<file path="config.mk">
export PLATFORM = sky130hd
export DESIGN_NAME = fetch_unit
export DESIGN_NICKNAME = d
export VERILOG_FILES = /design/src/rtl/fetch_unit.sv
export SDC_FILE = /design/constraint.sdc
export NUM_CORES = 1
export LEC_CHECK = 0
export BUFFER_PORTS_ARGS = -buffer_cell sky130_fd_sc_hd__buf_2
export CAP_MARGIN = 0
export CORE_MARGIN = 5
export CORE_UTILIZATION = 38
export DETAILED_ROUTE_END_ITERATION = 8
export HOLD_SLACK_MARGIN = 0.15
export PLACE_DENSITY = 0.6
export SYNTH_ARGS = -nofsm -noshare
export SYNTH_HDL_FRONTEND = slang
export SYNTH_SLANG_ARGS = --single-unit
</file>
<file path="constraint.sdc">
create_clock -name clk -period 7.8 [get_ports clk]
set_input_delay 0 -clock clk [delete_from_list [all_inputs] [get_ports clk]]
set_output_delay 0 -clock clk [all_outputs]
set_load 0.05 [all_outputs]
</file>
<file path="src/rtl/fetch_unit.sv">
// fetch_unit: instruction fetch stage with PC, fetch FIFO, redirect flush and range fault.
module fetch_unit #(
   parameter logic [31:0] RESET_PC  = 32'h0000_0000,
   parameter int          DEPTH     = 2,
   parameter int          MEM_WORDS = 32
) (
   input  logic        clk,
   input  logic        rst,
   output logic [31:0] imem_addr,
   input  logic [31:0] imem_data,
   input  logic        fetch_en,
   input  logic        redirect_valid,
   input  logic [31:0] redirect_pc,
   output logic        out_valid,
   input  logic        out_ready,
   output logic [31:0] out_pc,
   output logic [31:0] out_instr,
   output logic        fault,
   output logic        misaligned
);
   localparam int          AW     = $clog2(DEPTH);
   localparam logic [AW:0] FULL   = (AW+1)'(DEPTH);
   localparam logic [31:0] PC_END = 32'(MEM_WORDS * 4);

   logic [31:0]   pc_q, pc_d;
   logic [31:0]   pc_mem    [DEPTH];
   logic [31:0]   instr_mem [DEPTH];
   logic [AW-1:0] wr_q, wr_d, rd_q, rd_d;
   logic [AW:0]   cnt_q, cnt_d;
   logic [31:0]   hold_pc_q, hold_instr_q;
   logic          mis_q;
   logic          push, pop;

   assign imem_addr  = pc_q;
   assign fault      = pc_q >= PC_END;
   assign out_valid  = cnt_q != '0;
   assign pop        = out_valid & out_ready;
   assign push       = fetch_en & ~redirect_valid & ~fault & ((cnt_q < FULL) | pop);
   assign misaligned = mis_q;
   // Empty FIFO shows whatever the head last presented.
   assign out_pc     = out_valid ? pc_mem[rd_q]    : hold_pc_q;
   assign out_instr  = out_valid ? instr_mem[rd_q] : hold_instr_q;

   always_comb begin
      pc_d  = redirect_valid ? {redirect_pc[31:2], 2'b00} : push ? pc_q + 32'd4 : pc_q;
      wr_d  = redirect_valid ? '0 : push ? wr_q + AW'(1) : wr_q;
      rd_d  = redirect_valid ? '0 : pop ? rd_q + AW'(1) : rd_q;
      cnt_d = redirect_valid ? '0 :
              (push & ~pop) ? cnt_q + (AW+1)'(1) :
              (pop & ~push) ? cnt_q - (AW+1)'(1) : cnt_q;
   end

   always_ff @(posedge clk or posedge rst) begin
      if (rst) begin
         pc_q         <= RESET_PC;
         wr_q         <= '0;
         rd_q         <= '0;
         cnt_q        <= '0;
         hold_pc_q    <= '0;
         hold_instr_q <= '0;
         mis_q        <= 1'b0;
      end else begin
         pc_q  <= pc_d;
         wr_q  <= wr_d;
         rd_q  <= rd_d;
         cnt_q <= cnt_d;
         mis_q <= redirect_valid & |redirect_pc[1:0];
         if (out_valid) begin
            hold_pc_q    <= pc_mem[rd_q];
            hold_instr_q <= instr_mem[rd_q];
         end
      end
   end

   always_ff @(posedge clk) begin
      if (push) begin
         pc_mem[wr_q]    <= pc_q;
         instr_mem[wr_q] <= imem_data;
      end
   end
endmodule

</file>
### Yosys cells after proc, flatten, opt, wreduce, memory -nomap -nowiden

Memory sizes are Yosys's and may differ from the RTL's.
Index checks and enable logic that the tools add are counted.

| cells by class | value |
|---|---|
| multiplexer cells | 13 |
| $lt $le $gt $ge | 2 |
| add/sub/neg operators | 5 |
| reduce and logical (&&, ||, !) cells | 5 |
| bitwise logic cells | 12 |

Operators with widths:

| operator | count |
|---|---|
| $mux W32 | 4 |
| $add A32 B3 Y32 const B | 1 |
| $ge A32 B8 Y1 const B | 1 |
| $and A1 B1 Y1 | 7 |
| $mux W1 | 6 |
| $mux W2 | 3 |
| $reduce_bool A2 Y1 | 3 |
| $not A1 Y1 | 4 |
| $reduce_bool A3 Y1 | 1 |
| $add A1 B1 Y1 const B | 2 |
| $add A2 B1 Y2 const B | 1 |
| $lt A2 B2 Y1 const B | 1 |
| $reduce_or A2 Y1 | 1 |
| $sub A2 B1 Y2 const B | 1 |
| $or A1 B1 Y1 | 1 |

| storage, ports and cells | value |
|---|---|
| bits of input ports | 69 |
| word-level logic and storage cells | 46 |
| flip-flop bits (word level) | 101 |
| output and inout bits | 99 |
| bits in writable memories | 128 |
| memories | 2 |

Memory list:

| name | depth | bits a word | read ports | clocked after Yosys merged registers in | write ports | line | text |
|---|---|---|---|---|---|---|---|
| instr_mem | 2 | 32 | 1 | 0 | 1 | 27 | `logic [31:0] instr_mem [DEPTH];` |
| pc_mem | 2 | 32 | 1 | 0 | 1 | 26 | `logic [31:0] pc_mem [DEPTH];` |

### Depth between registers and ports, before layout

Gate-level depths: netlist of the first run.

| logic depth | value |
|---|---|
| depth in word-level cells | 9 |
| depth in mapped cells | 5 |
| mapped depth without buffers | 5 |

### Least setup slack after synthesis of the first run

OpenSTA, ideal clock, no wires.

| timing | value |
|---|---|
| path kind | register -> register |
| start point | reg pc_q[12], in the netlist imem_addr[12] |
| end point | mem instr_mem[1][0] (enable) |
| buffers on the path | 0 |
| data required time | 7.229 ns |
| arrival time | 6.137 ns |
| period minus slack after synthesis | 6.708 ns |
| setup slack | 1.092 ns |
| cell stages (with the launch flop) | 5 |
| library setup time | 0.571 ns |
| cell sequence | dfrtp_1 > nor4_4 > nand4_4 > or3_1 > nor3b_1 |

| between the ends | value |
|---|---|
| longest elaborated chain between the ends | 6 |

Ends and longest elaborated chain:

| item | line | text |
|---|---|---|
| start: declaration | 25 | `logic [31:0] pc_q, pc_d;` |
| start signal: assignment | 63 | `pc_q <= pc_d;` |
| $ge A32 B8 Y1 | 35 | `assign fault = pc_q >= PC_END;` |
| $not A1 Y1 | 38 | `assign push = fetch_en & ~redirect_valid & ~fault & ((cnt_q < FULL) \| pop);` |
| $and A1 B1 Y1 (2 in series) | 38 |  |
| $mux W1 | 76 | `if (push) begin` |
| $mux W1 (implied by the code) | 78 | `instr_mem[wr_q] <= imem_data;` |
| end: declaration | 27 |  |

Every way passes these cells.

### Worst setup path after layout of the first run

| timing | value |
|---|---|
| start point | reg cnt_q[0] |
| end point | reg rd_q |

| between the ends | value |
|---|---|
| longest elaborated chain between the ends | 3 |

Ends and longest elaborated chain:

| item | line | text |
|---|---|---|
| start: declaration | 29 | `logic [AW:0] cnt_q, cnt_d;` |
| start signal: assignment | 66 | `cnt_q <= cnt_d;` |
| $reduce_bool A2 Y1 | 36 | `assign out_valid = cnt_q != '0;` |
| $and A1 B1 Y1 | 37 | `assign pop = out_valid & out_ready;` |
| $reduce_bool A2 Y1 (no line) | n/a |  |
| end signal: assignment | 65 | `rd_q <= rd_d;` |
| end: declaration | 28 | `logic [AW-1:0] wr_q, wr_d, rd_q, rd_d;` |

Every way passes these cells.
A chain may end at the register's enable or synchronous reset.

==> results of run 1 <==
[final timing paths]
| kind | to | slack [ps] |
|---|---|---|
| min in group asynchronous | hold_instr_q[31] | 690 |
| max in group asynchronous | rd_q | 5810 |
| hold / removal | instr_mem[0][28] | 240 |
| setup / recovery | rd_q | 4620 |
| hold reg to reg | hold_instr_q[3] | 490 |
| setup reg to reg | rd_q | 4620 |
[cells by family (layout without fill, tap and decap cells)]
kind of cell    Yosys count  count (layout)  synth area share, %
other cells               1               2               0.0456
flops                   223             223                 75.3
fa+ha+maj                 2               2                0.304
simple gates            101             101                 6.40
mux                      88              88                 11.1
xor+xnor                  7               7                0.745
compound gates           72              72                 4.47
buf+inv                  33             300                 1.64
[cells in the mapped netlist (all sizes together)]
cell type and n:
edfxtp 124, dfrtp 99, nand2 73, o21ai 68, mux2i 64, mux2 24
clkbuf 15, buf 12, nor4 8, inv 6, nor2 6, xnor2 6
nand3 3, nor3 3, a31oi 2, and2 2, ha 2, conb 1
nand2b 1, nand4 1, nor2b 1, nor3b 1, nor4b 1, o21a 1
o21bai 1, or3 1, xor2 1
[power groups by stage]
| stage | clock (uW) | combinational [uW] | sequential, uW |
|---|---|---|---|
| after floorplan | 0 | 209 | 1410 |
| after global placement | 0 | 357 | 1360 |
| after detailed placement | 0 | 363 | 1370 |
| after CTS | 1050 | 396 | 1340 |
| after global routing | 1100 | 417 | 1350 |
| final | 1010 | 392 | 1340 |
[metrics by stage]
step,cell area [um2],setup slack (ps)
2_1_floorplan,8240,1090
3_3_place_gp,9370,5060
3_5_place_dp,9370,5050
4_1_cts,10900,4530
5_1_grt,10900,4280
6_report,10900,4620
[per-layer routing]
layer	share of wire, %	wire length [um]	track usage, %	vias up
met2	50	9110	25.8	146
met3	6.1	1130	2.69	23
met1	43	7850	19.5	2465
met4	1.5	280	3.48	0
li1	-	-	-	2406
met5	0	0	0	-
[sequential cells by signal, indices dropped and copies added, names as in the netlist]
name          count
instr_mem        64
rd_q              1
imem_addr        30
misaligned        1
cnt_q             2
pc_mem           60
wr_q              1
hold_pc_q        32
hold_instr_q     32
[layout make-up]
type	count	area (um2)	area share [%]
tap	275	344	3.16
sequential	223	6200	57.0
clock inverter	12	87.6	0.805
clock buffer	29	618	5.68
multi-input combinational	272	1920	17.6
timing repair buffer	253	1690	15.5
inverter	6	25.0	0.230
[timing repair]
item / in CTS / in global routing
endpoints found under the hold margin: 136 / 0
hold buffers: 81 / 0
endpoints found under the setup margin: 0 / 0
==> parameters.txt, run 1 <==
Parameter                              Value

Status
  Outcome    complete, no violations

Finish
  Non-filler instance count after layout    1,070
  Most frequent standard cell in the layout excluding fill and tap cells    sky130_fd_sc_hd__buf_2
  Count of fill cells added during filler insertion    1,792
  # nets final    850
  Area growth from synthesis to final layout    32.2%
  Count of inserted antenna diode cells    0
  Layout cells sized above 1    between 20% and 30%
  Commonest cells after routing, fill and taps aside    sky130_fd_sc_hd__buf_2 (165), sky130_fd_sc_hd__edfxtp_1 (124), sky130_fd_sc_hd__dfrtp_1 (98)
  Share of the core filled with cells    about half

Routing
  Routed Wire Length    18,400 um
  Vias per Instance    4.71
  Number of DRC violations after detailed routing    0
  Vias after detailed routing    5,040
  Average detailed-routed wire length per instance    ~17 um
  Antenna Nets Post-Route    0
  1st-pass router iterations    4
  Starting DRC count in detailed routing    287

Timing
  Worst-margin pin slew    approximately 1200 ps
  Clock period minus worst slack    approximately 3200 ps
  Relative slew slack    between 20 and 25%
  Setup repair after global routing missed its margin    false
  Final sum of negative setup slack    0 ps
  Setup Viol. Count Final    0
  Peak Freq    314 MHz
  Fraction of the cycle the final worst path needs    roughly 41%
  Maximum clock skew at final layout    about 11 ps
  Minimum hold slack    235 ps
  Final Hold Fails    0
  Max Slew Vio Count    0

Clock tree
  Later-pin clock latency in the skew report    490 ps
  CTS tree    done
  Post-cts sizing count    0
  Inserted Clock Buffers    23
  Number of buffers added for setup after CTS    0
  H-tree lvl count    1
  Root Buffer    sky130_fd_sc_hd__clkbuf_16
  Worst-case clock buffer depth    3
  Clock sink count    223
  Register clock-pin slew on the reported worst setup and hold paths    60 ps

Min path
  Min-delay worst type    input port to flop
  Instance count along the most critical hold path    2
  Start point of the worst min-delay path    imem_data[28]

Worst setup path
  Critical Path Source Type    flop
  Chain of cells forming the critical path    nor2_4 > buf_4 > inv_2 > nand2_1 > xor2_1 > nor2_1 > dlygate4sd3_1
  Required time worst endpoint    a little over 8000 ps
  Number of logic stages on the critical path including buffering    7
  Critical-path maximum fanout    just over 70
  Worst flop-to-flop path startpoint    cnt_q[0]
  Kind of end point of the critical path    flop
  Kind of cell with the highest combined delay on the critical path    buffers and inverters
  Delay of the slowest critical-path stage    880 ps
  Critical setup path kind    flop to flop
  Number of cell instances on the worst register-to-register path    7
  Number of buffers and inverters on the critical path    3
  Cell with the biggest individual delay on the critical path    sky130_fd_sc_hd__nor2_4
  Worst setup path startpoint    cnt_q[0]
  Arrival time at the worst endpoint    3550 ps

Power and ir drop
  Static Leak    ~0.0044 uW
  Sw Share    27.1%
  Reg power frac    48.9%
  IR Drop Worst-Case VDD    0.174 mV
  Gate power share    about 14%
  Int Pwr    2000 uW
  Post-layout total power    2750 uW
  Net Switching    746 uW
  Clock network power share    around 37%
  Pwr/cell area    253 nW/um2

GRT
  Antenna violations before repair    0
  Total global routing track utilization    14.9%
  Overflow after GRT    0
  Pin count of the biggest net entering global routing    72
  First-pass GRT wire length    29,200 um
  Via count of the first global-routing pass    5,409

Synth
  Number of distinct library cells after synthesis    33
  Top-area cell type share of the netlist area    45.2%
  Cells after synthesis    527
  Cell type contributing the most total cell area after synthesis    sky130_fd_sc_hd__edfxtp_1
  Flip-flop and latch count after synthesis    223
  Synth top area cells    sky130_fd_sc_hd__edfxtp_1 (45%), sky130_fd_sc_hd__dfrtp_1 (30%), sky130_fd_sc_hd__mux2i_1 (7.8%), sky130_fd_sc_hd__o21ai_1 (4.1%), sky130_fd_sc_hd__nand2_1 (3.3%)
  Mean instance size in the synthesized netlist    15.6 um2
  Number of synthesis warnings    0
  Share of synthesized area occupied by flip-flops and latches    between 70% and 80%
  Mapped Area    slightly above 8000 um2

Placed design
  Placer Congestion    0.746
  Number of instances in the placed design    948
  DPL Wire Length    between 10,000 and 15,000 um
  Input/output buffers    165

Floorplan
  Total core area    21,200 um2
  Die extent in x    157 um
  Number of top-level design ports    about 170
  Std-Cell Rows    53
  Starting density of the core    38.9%
  Full die area    24,700 um2
  Vertical die dimension    157 um

Flow run
  Max Cap Violations    0
Power figures use the tool's default switching activity.
==> inputs of run 2 (changes only) <==
ABC_AREA = 1   (was not set)
PLACE_DENSITY = 0.62   (was 0.6)
clock period = 2.8 ns   (was 7.8 ns; I/O delays follow)
==> parameters.txt, run 2 <==
Parameter                              Value

Routing
  Routed length on met1    between 8000 and 9000 um
  1st-pass router iterations    5
  Routed met2 length    9780 um
  Number of DRC violations after detailed routing    0
  Met3 WL post-DR    1440 um
  Vias after detailed routing    5,810
  Starting DRC count in detailed routing    299
  Vias per Instance    4.71
  Average detailed-routed wire length per instance    16.3 um
  Routed Wire Length    between 20,000 and 25,000 um
  Antenna Nets Post-Route    0
  Highest metal layer with signal wires    met4

Floorplan
  Full die area    24,500 um2
  Die extent in x    157 um
  Starting density of the core    38.7%
  Total core area    21,100 um2
  Vertical die dimension    157 um
  Std-Cell Rows    53
  Number of top-level design ports    168

Power and ir drop
  Static Leak    roughly 0.0050 uW
  Pwr/cell area    646 nW/um2
  IR Drop Worst-Case VDD    approximately 0.35 mV
  Post-layout total power    between 7000 and 8000 uW

Finish
  Area growth from synthesis to final layout    38.4%
  Top reg by flops    instr_mem
  Count of inserted antenna diode cells    0
  Combined area of the multi-input logic cells    1740 um2
  Most frequent standard cell in the layout excluding fill and tap cells    sky130_fd_sc_hd__nand2_1
  Commonest cells after routing, fill and taps aside    sky130_fd_sc_hd__nand2_1 (169), sky130_fd_sc_hd__buf_2 (165), sky130_fd_sc_hd__edfxtp_1 (124)
  Count of fill cells added during filler insertion    1,800
  Largest register FFs    64
  Reg area    6200 um2
  Registers with the most flip-flops    instr_mem (64), pc_mem (60)
  Layout cells sized above 1    23.4%
  # nets final    1,012

Placed design
  Placer Congestion    0.782
  Input/output buffers    165
  DPL Wire Length    12,100 um
  Post-Place Setup Slack    544 ps

Synth
  Share of synthesized area occupied by flip-flops and latches    76.0%
  Synth top area cells    sky130_fd_sc_hd__edfxtp_1 (46%), sky130_fd_sc_hd__dfrtp_1 (30%), sky130_fd_sc_hd__nand2_1 (7.8%), sky130_fd_sc_hd__a31oi_1 (4.8%), sky130_fd_sc_hd__nor2_1 (3.8%)
  Mean instance size in the synthesized netlist    12.5 um2
  Number of synthesis warnings    0
  Cells after synthesis    between 600 and 700
  Number of enable flip-flop cells after synthesis    roughly 120
  Mapped Area    8160 um2
  Dominant cell by count in the synthesized netlist    sky130_fd_sc_hd__nand2_1
  Flip-flop and latch count after synthesis    223
  Most instantiated cells after synthesis    sky130_fd_sc_hd__nand2_1 (170), sky130_fd_sc_hd__edfxtp_1 (124), sky130_fd_sc_hd__dfrtp_1 (99), sky130_fd_sc_hd__nor2_1 (83), sky130_fd_sc_hd__a31oi_1 (62)
  Number of distinct library cells after synthesis    27
  Commonest register cell after synthesis    sky130_fd_sc_hd__edfxtp_1
  Cell type contributing the most total cell area after synthesis    sky130_fd_sc_hd__edfxtp_1
  FFs w/ async S/R, synth    44.4%
  Top-area cell type share of the netlist area    45.6%

Timing
  Peak Freq    388 MHz
  Setup repair after global routing missed its margin    false
  Relative slew slack    between 40% and 50%
  Worst-margin pin slew    ~760 ps
  Final Hold Fails    0
  Setup slack after layout    220 ps
  Max Slew Vio Count    0
  Minimum hold slack    181 ps
  Maximum clock skew at final layout    25.7 ps
  Setup Viol. Count Final    0
  Fraction of the cycle the final worst path needs    92.1%
  Clock period minus worst slack    2580 ps

Worst setup path
  Critical setup path kind    flop to flop
  Critical-path maximum fanout    11
  Kind of end point of the critical path    flop
  Arrival time at the worst endpoint    roughly 3000 ps
  Critical Path Source Type    flop
  Required time worst endpoint    around 3300 ps
  Number of cell instances on the worst register-to-register path    11

Clock tree
  Worst-case clock buffer depth    3
  H-tree lvl count    1
  Register clock-pin slew on the reported worst setup and hold paths    around 60 ps
  Root Buffer    sky130_fd_sc_hd__clkbuf_16
  Clock sink count    ~220
  CTS tree    done
  Later-pin clock latency in the skew report    520 ps
  Number of buffers added for setup after CTS    0
  Inserted Clock Buffers    24

GRT
  Via count of the first global-routing pass    roughly 6,000
  Antenna violations before repair    0
  First-pass GRT wire length    31,900 um
  Total global routing track utilization    between 10% and 20%
  Overflow after GRT    0
  Pin count of the biggest net entering global routing    100

Flow run
  Max Cap Violations    0

Min path
  Min-delay worst type    input port to asynchronous set/reset pin

Status
  Outcome    complete, no violations
run 2: changes by cell type after synthesis, sizes merged, moves of 5 or more:
cell and delta:
mux2 -24, mux2i -64, inv +20, o21ai -54
clkbuf +8, a31oi +60, nand3 +6, xnor2 -5
nor2 +79, nand2 +98, a22o +10, nor4 -8
run 2: repair_timing:
action                                  in CTS  in global routing
resized for setup                            0                  2
endpoints found under the setup margin       0                 14
endpoints found under the hold margin      198                  0
hold buffers                               118                  0
run 2: worst paths after layout:
kind | start | endpoint | slack, ps
max | imem_addr[20] | imem_addr[5] | 220
min | rst | hold_instr_q[24] | 180
max reg2reg | imem_addr[20] | imem_addr[5] | 220
min reg2reg | hold_pc_q[1] | hold_pc_q[1] | 480
max in group asynchronous | rst | rd_q | 2170
min in group clk | imem_data[3] | instr_mem[1][3] | 210
run 2: metrics by stage:
stage / util [%] / instance area, um2 / setup TNS [ps] / instances
global placement: 44.2 / 9320 / 0 / 1072
detailed placement: 44.2 / 9320 / 0 / 1072
floorplan: - / 8170 / -61700 / 656
finish: 53.6 / 11300 / 0 / 1234
global route: 53.6 / 11300 / 0 / 1234
CTS: 53.5 / 11300 / 0 / 1234
run 2: cell families after synthesis:
family	count (synthesis)	share of synthesized area [%]
and+or+nand+nor	270	12.9
DFF	223	76.0
AOI/OAI and AO/OA	93	7.20
buffers and inverters	62	3.19
xor gates and xnor gates	4	0.429
adders and majority gates	2	0.306
other	1	0.0459
run 2: layer usage:
metal | global-route usage (%) | up-vias
met5 | 0 | -
met4 | 4.13 | 0
met3 | 4.18 | 31
met2 | 27.8 | 188
met1 | 21.4 | 2767
li1 | - | 2824
run 2: cell type report:
class | instances | area share (%)
sequential | 223 | 54.9
timing repair buffer | 295 | 18.8
multi-input combinational | 371 | 15.4
clock buffer | 33 | 5.70
tap | 275 | 3.04
clock inverter | 11 | 1.30
inverter | 26 | 0.886
run 2: power by group:
part	total (uW)	internal (uW)	switching [uW]
logic	571	230	342
clock network	3150	1900	1250
registers	3580	3530	55.1
total	7300	5660	1650
run 2: critical path: stages (launching register included):
cell and delay, ps:
sky130_fd_sc_hd__dfrtp_1 400, sky130_fd_sc_hd__inv_1 80, sky130_fd_sc_hd__nand2_1 60, sky130_fd_sc_hd__nor2_1 130, sky130_fd_sc_hd__nand2_1 130, sky130_fd_sc_hd__nor2_4 150
sky130_fd_sc_hd__nand3_4 190, sky130_fd_sc_hd__nor2_1 140, sky130_fd_sc_hd__a21oi_1 50, sky130_fd_sc_hd__dlygate4sd3_1 570, sky130_fd_sc_hd__o21ai_0 70, sky130_fd_sc_hd__dlygate4sd3_1 560
==> inputs of run 3 (changes only) <==
PLACE_DENSITY = 0.6   (was 0.62)
clock period = 3.3 ns   (was 2.8 ns; I/O delays follow)
==> parameters.txt, run 3 (synthesis gave the netlist of run 2 again) <==
Parameter                              Value

Flow run
  Max Cap Violations    0

Timing
  Max Slew Vio Count    0
  Relative slew slack    41.8%
  Worst-margin pin slew    873 ps
  Peak Freq    approximately 360 MHz
  Clock period minus worst slack    2760 ps
  Setup repair after global routing missed its margin    false
  Setup Viol. Count Final    0
  Maximum clock skew at final layout    21.1 ps
  Final Hold Fails    0
  Fraction of the cycle the final worst path needs    83.7%
  Minimum hold slack    around 200 ps

GRT
  Total global routing track utilization    16.6%
  First-pass GRT wire length    32,200 um
  Via count of the first global-routing pass    6,016
  Antenna violations before repair    0
  Overflow after GRT    0
  Pin count of the biggest net entering global routing    77

Finish
  Registers with the most flip-flops    instr_mem (64), pc_mem (60)
  Count of fill cells added during filler insertion    around 1,800
  Area growth from synthesis to final layout    36.2%
  Count of inserted antenna diode cells    0
  Layout cells sized above 1    24.4%
  Share of the core filled with cells    a little over half
  Largest register FFs    64
  Top reg by flops    instr_mem
  # nets final    994
  Most frequent standard cell in the layout excluding fill and tap cells    sky130_fd_sc_hd__nand2_1
  Commonest cells after routing, fill and taps aside    sky130_fd_sc_hd__nand2_1 (169), sky130_fd_sc_hd__buf_2 (165), sky130_fd_sc_hd__edfxtp_1 (124)

Clock tree
  Register clock-pin slew on the reported worst setup and hold paths    60 ps
  Inserted Clock Buffers    24
  CTS tree    done
  H-tree lvl count    1
  Worst-case clock buffer depth    3
  Clock sink count    approximately 220
  Root Buffer    sky130_fd_sc_hd__clkbuf_16
  Later-pin clock latency in the skew report    520 ps

Power and ir drop
  Pwr/cell area    557 nW/um2
  IR Drop Worst-Case VDD    0.346 mV
  Static Leak    0.00491 uW

Floorplan
  Starting density of the core    38.7%
  Total core area    21,100 um2
  Number of top-level design ports    between 150 and 200
  Vertical die dimension    157 um
  Full die area    about 25,000 um2
  Die extent in x    157 um
  Std-Cell Rows    53

Placed design
  Placer Congestion    0.759
  DPL Wire Length    approximately 12,000 um
  Input/output buffers    165

Routing
  Vias per Instance    4.76
  Antenna Nets Post-Route    0
  Routed Wire Length    20,500 um
  1st-pass router iterations    5
  Number of DRC violations after detailed routing    0
  Starting DRC count in detailed routing    301
  Average detailed-routed wire length per instance    16.8 um
  Vias after detailed routing    5,784

Worst setup path
  Critical setup path kind    flop to flop
  Delay of the slowest critical-path stage    560 ps
  Cell occurring most often along the worst timing path    sky130_fd_sc_hd__nand2_1
  Cell with the biggest individual delay on the critical path    sky130_fd_sc_hd__dlygate4sd3_1
  Chain of cells forming the critical path    inv_1 > nand2_1 > nor2_1 > nand2_1 > nor2_4 > nand3_2 > nand2_2 > inv_2 > a22o_1 > dlygate4sd3_1
  Arrival time at the worst endpoint    3160 ps
  Critical-path maximum fanout    16
  Critical Path Source Type    flop
  Kind of end point of the critical path    flop
  Required time worst endpoint    roughly 3700 ps

Min path
  Min-delay worst type    input port to asynchronous set/reset pin

Status
  Outcome    complete, no violations
-- run 3: final cells by class --
class                      instances  area (um2)  share of cell area, %
clock buffer                      32         691                   6.21
inverter                          26         100                  0.900
sequential                       223        6200                   55.8
tap                              275         344                   3.09
clock inverter                    12         123                   1.10
timing repair buffer             277        1930                   17.4
multi-input combinational        371        1730                   15.6
-- run 3: timing repair --
| action | in CTS | in global routing |
|---|---|---|
| hold endpoints to repair | 159 | 0 |
| hold buffers | 100 | 0 |
| setup buffers | 0 | 0 |
| endpoints found under the setup margin | 0 | 0 |
| resized for setup | 0 | 0 |
-- run 3: metal layers --
| layer | wire [um] | global-route usage (%) |
|---|---|---|
| met1 | 8950 | 22.4 |
| met5 | 0 | 0 |
| met4 | 396 | 4.01 |
| met2 | 9650 | 27.4 |
| met3 | 1460 | 3.84 |
-- run 3: worst paths after layout --
check | startpoint | end | slack, ps | depth (start not counted)
hold reg to reg | hold_pc_q[1] | hold_pc_q[1] | 490 | 2
max in group asynchronous | rst | hold_pc_q[11] | 2240 | 4
hold / removal | rst | hold_instr_q[8] | 200 | 3
min in group clk | redirect_valid | misaligned | 220 | 3
setup reg to reg | imem_addr[19] | imem_addr[30] | 540 | 10
setup / recovery | imem_addr[19] | imem_addr[30] | 540 | 10
-- run 3: metrics by stage --
stage	instances	setup TNS (ps)	area (um2)	setup slack (ps)	power, uW
floorplan	656	-130210	8170	-1050	3310
global placement	1072	0	9300	912	3450
detailed placement	1072	0	9300	870	3450
CTS	1216	0	11100	538	6260
global route	1216	0	11100	364	6410
finish	1216	0	11100	538	6190
-- run 3: report_power, final --
part           internal [uW]  total [uW]  switching [uW]
registers               2990        3040            44.9
clock network           1630        2700            1070
logic                    173         457             284
-- run 3: worst max-delay path: cells and delay by family (launching register included) --
family / cells / cell delay (ps)
AND/OR/NAND/NOR: 6 / 1120
buffers and inverters: 3 / 870
AO/OA/AOI/OAI: 1 / 230
flip-flops: 1 / 400
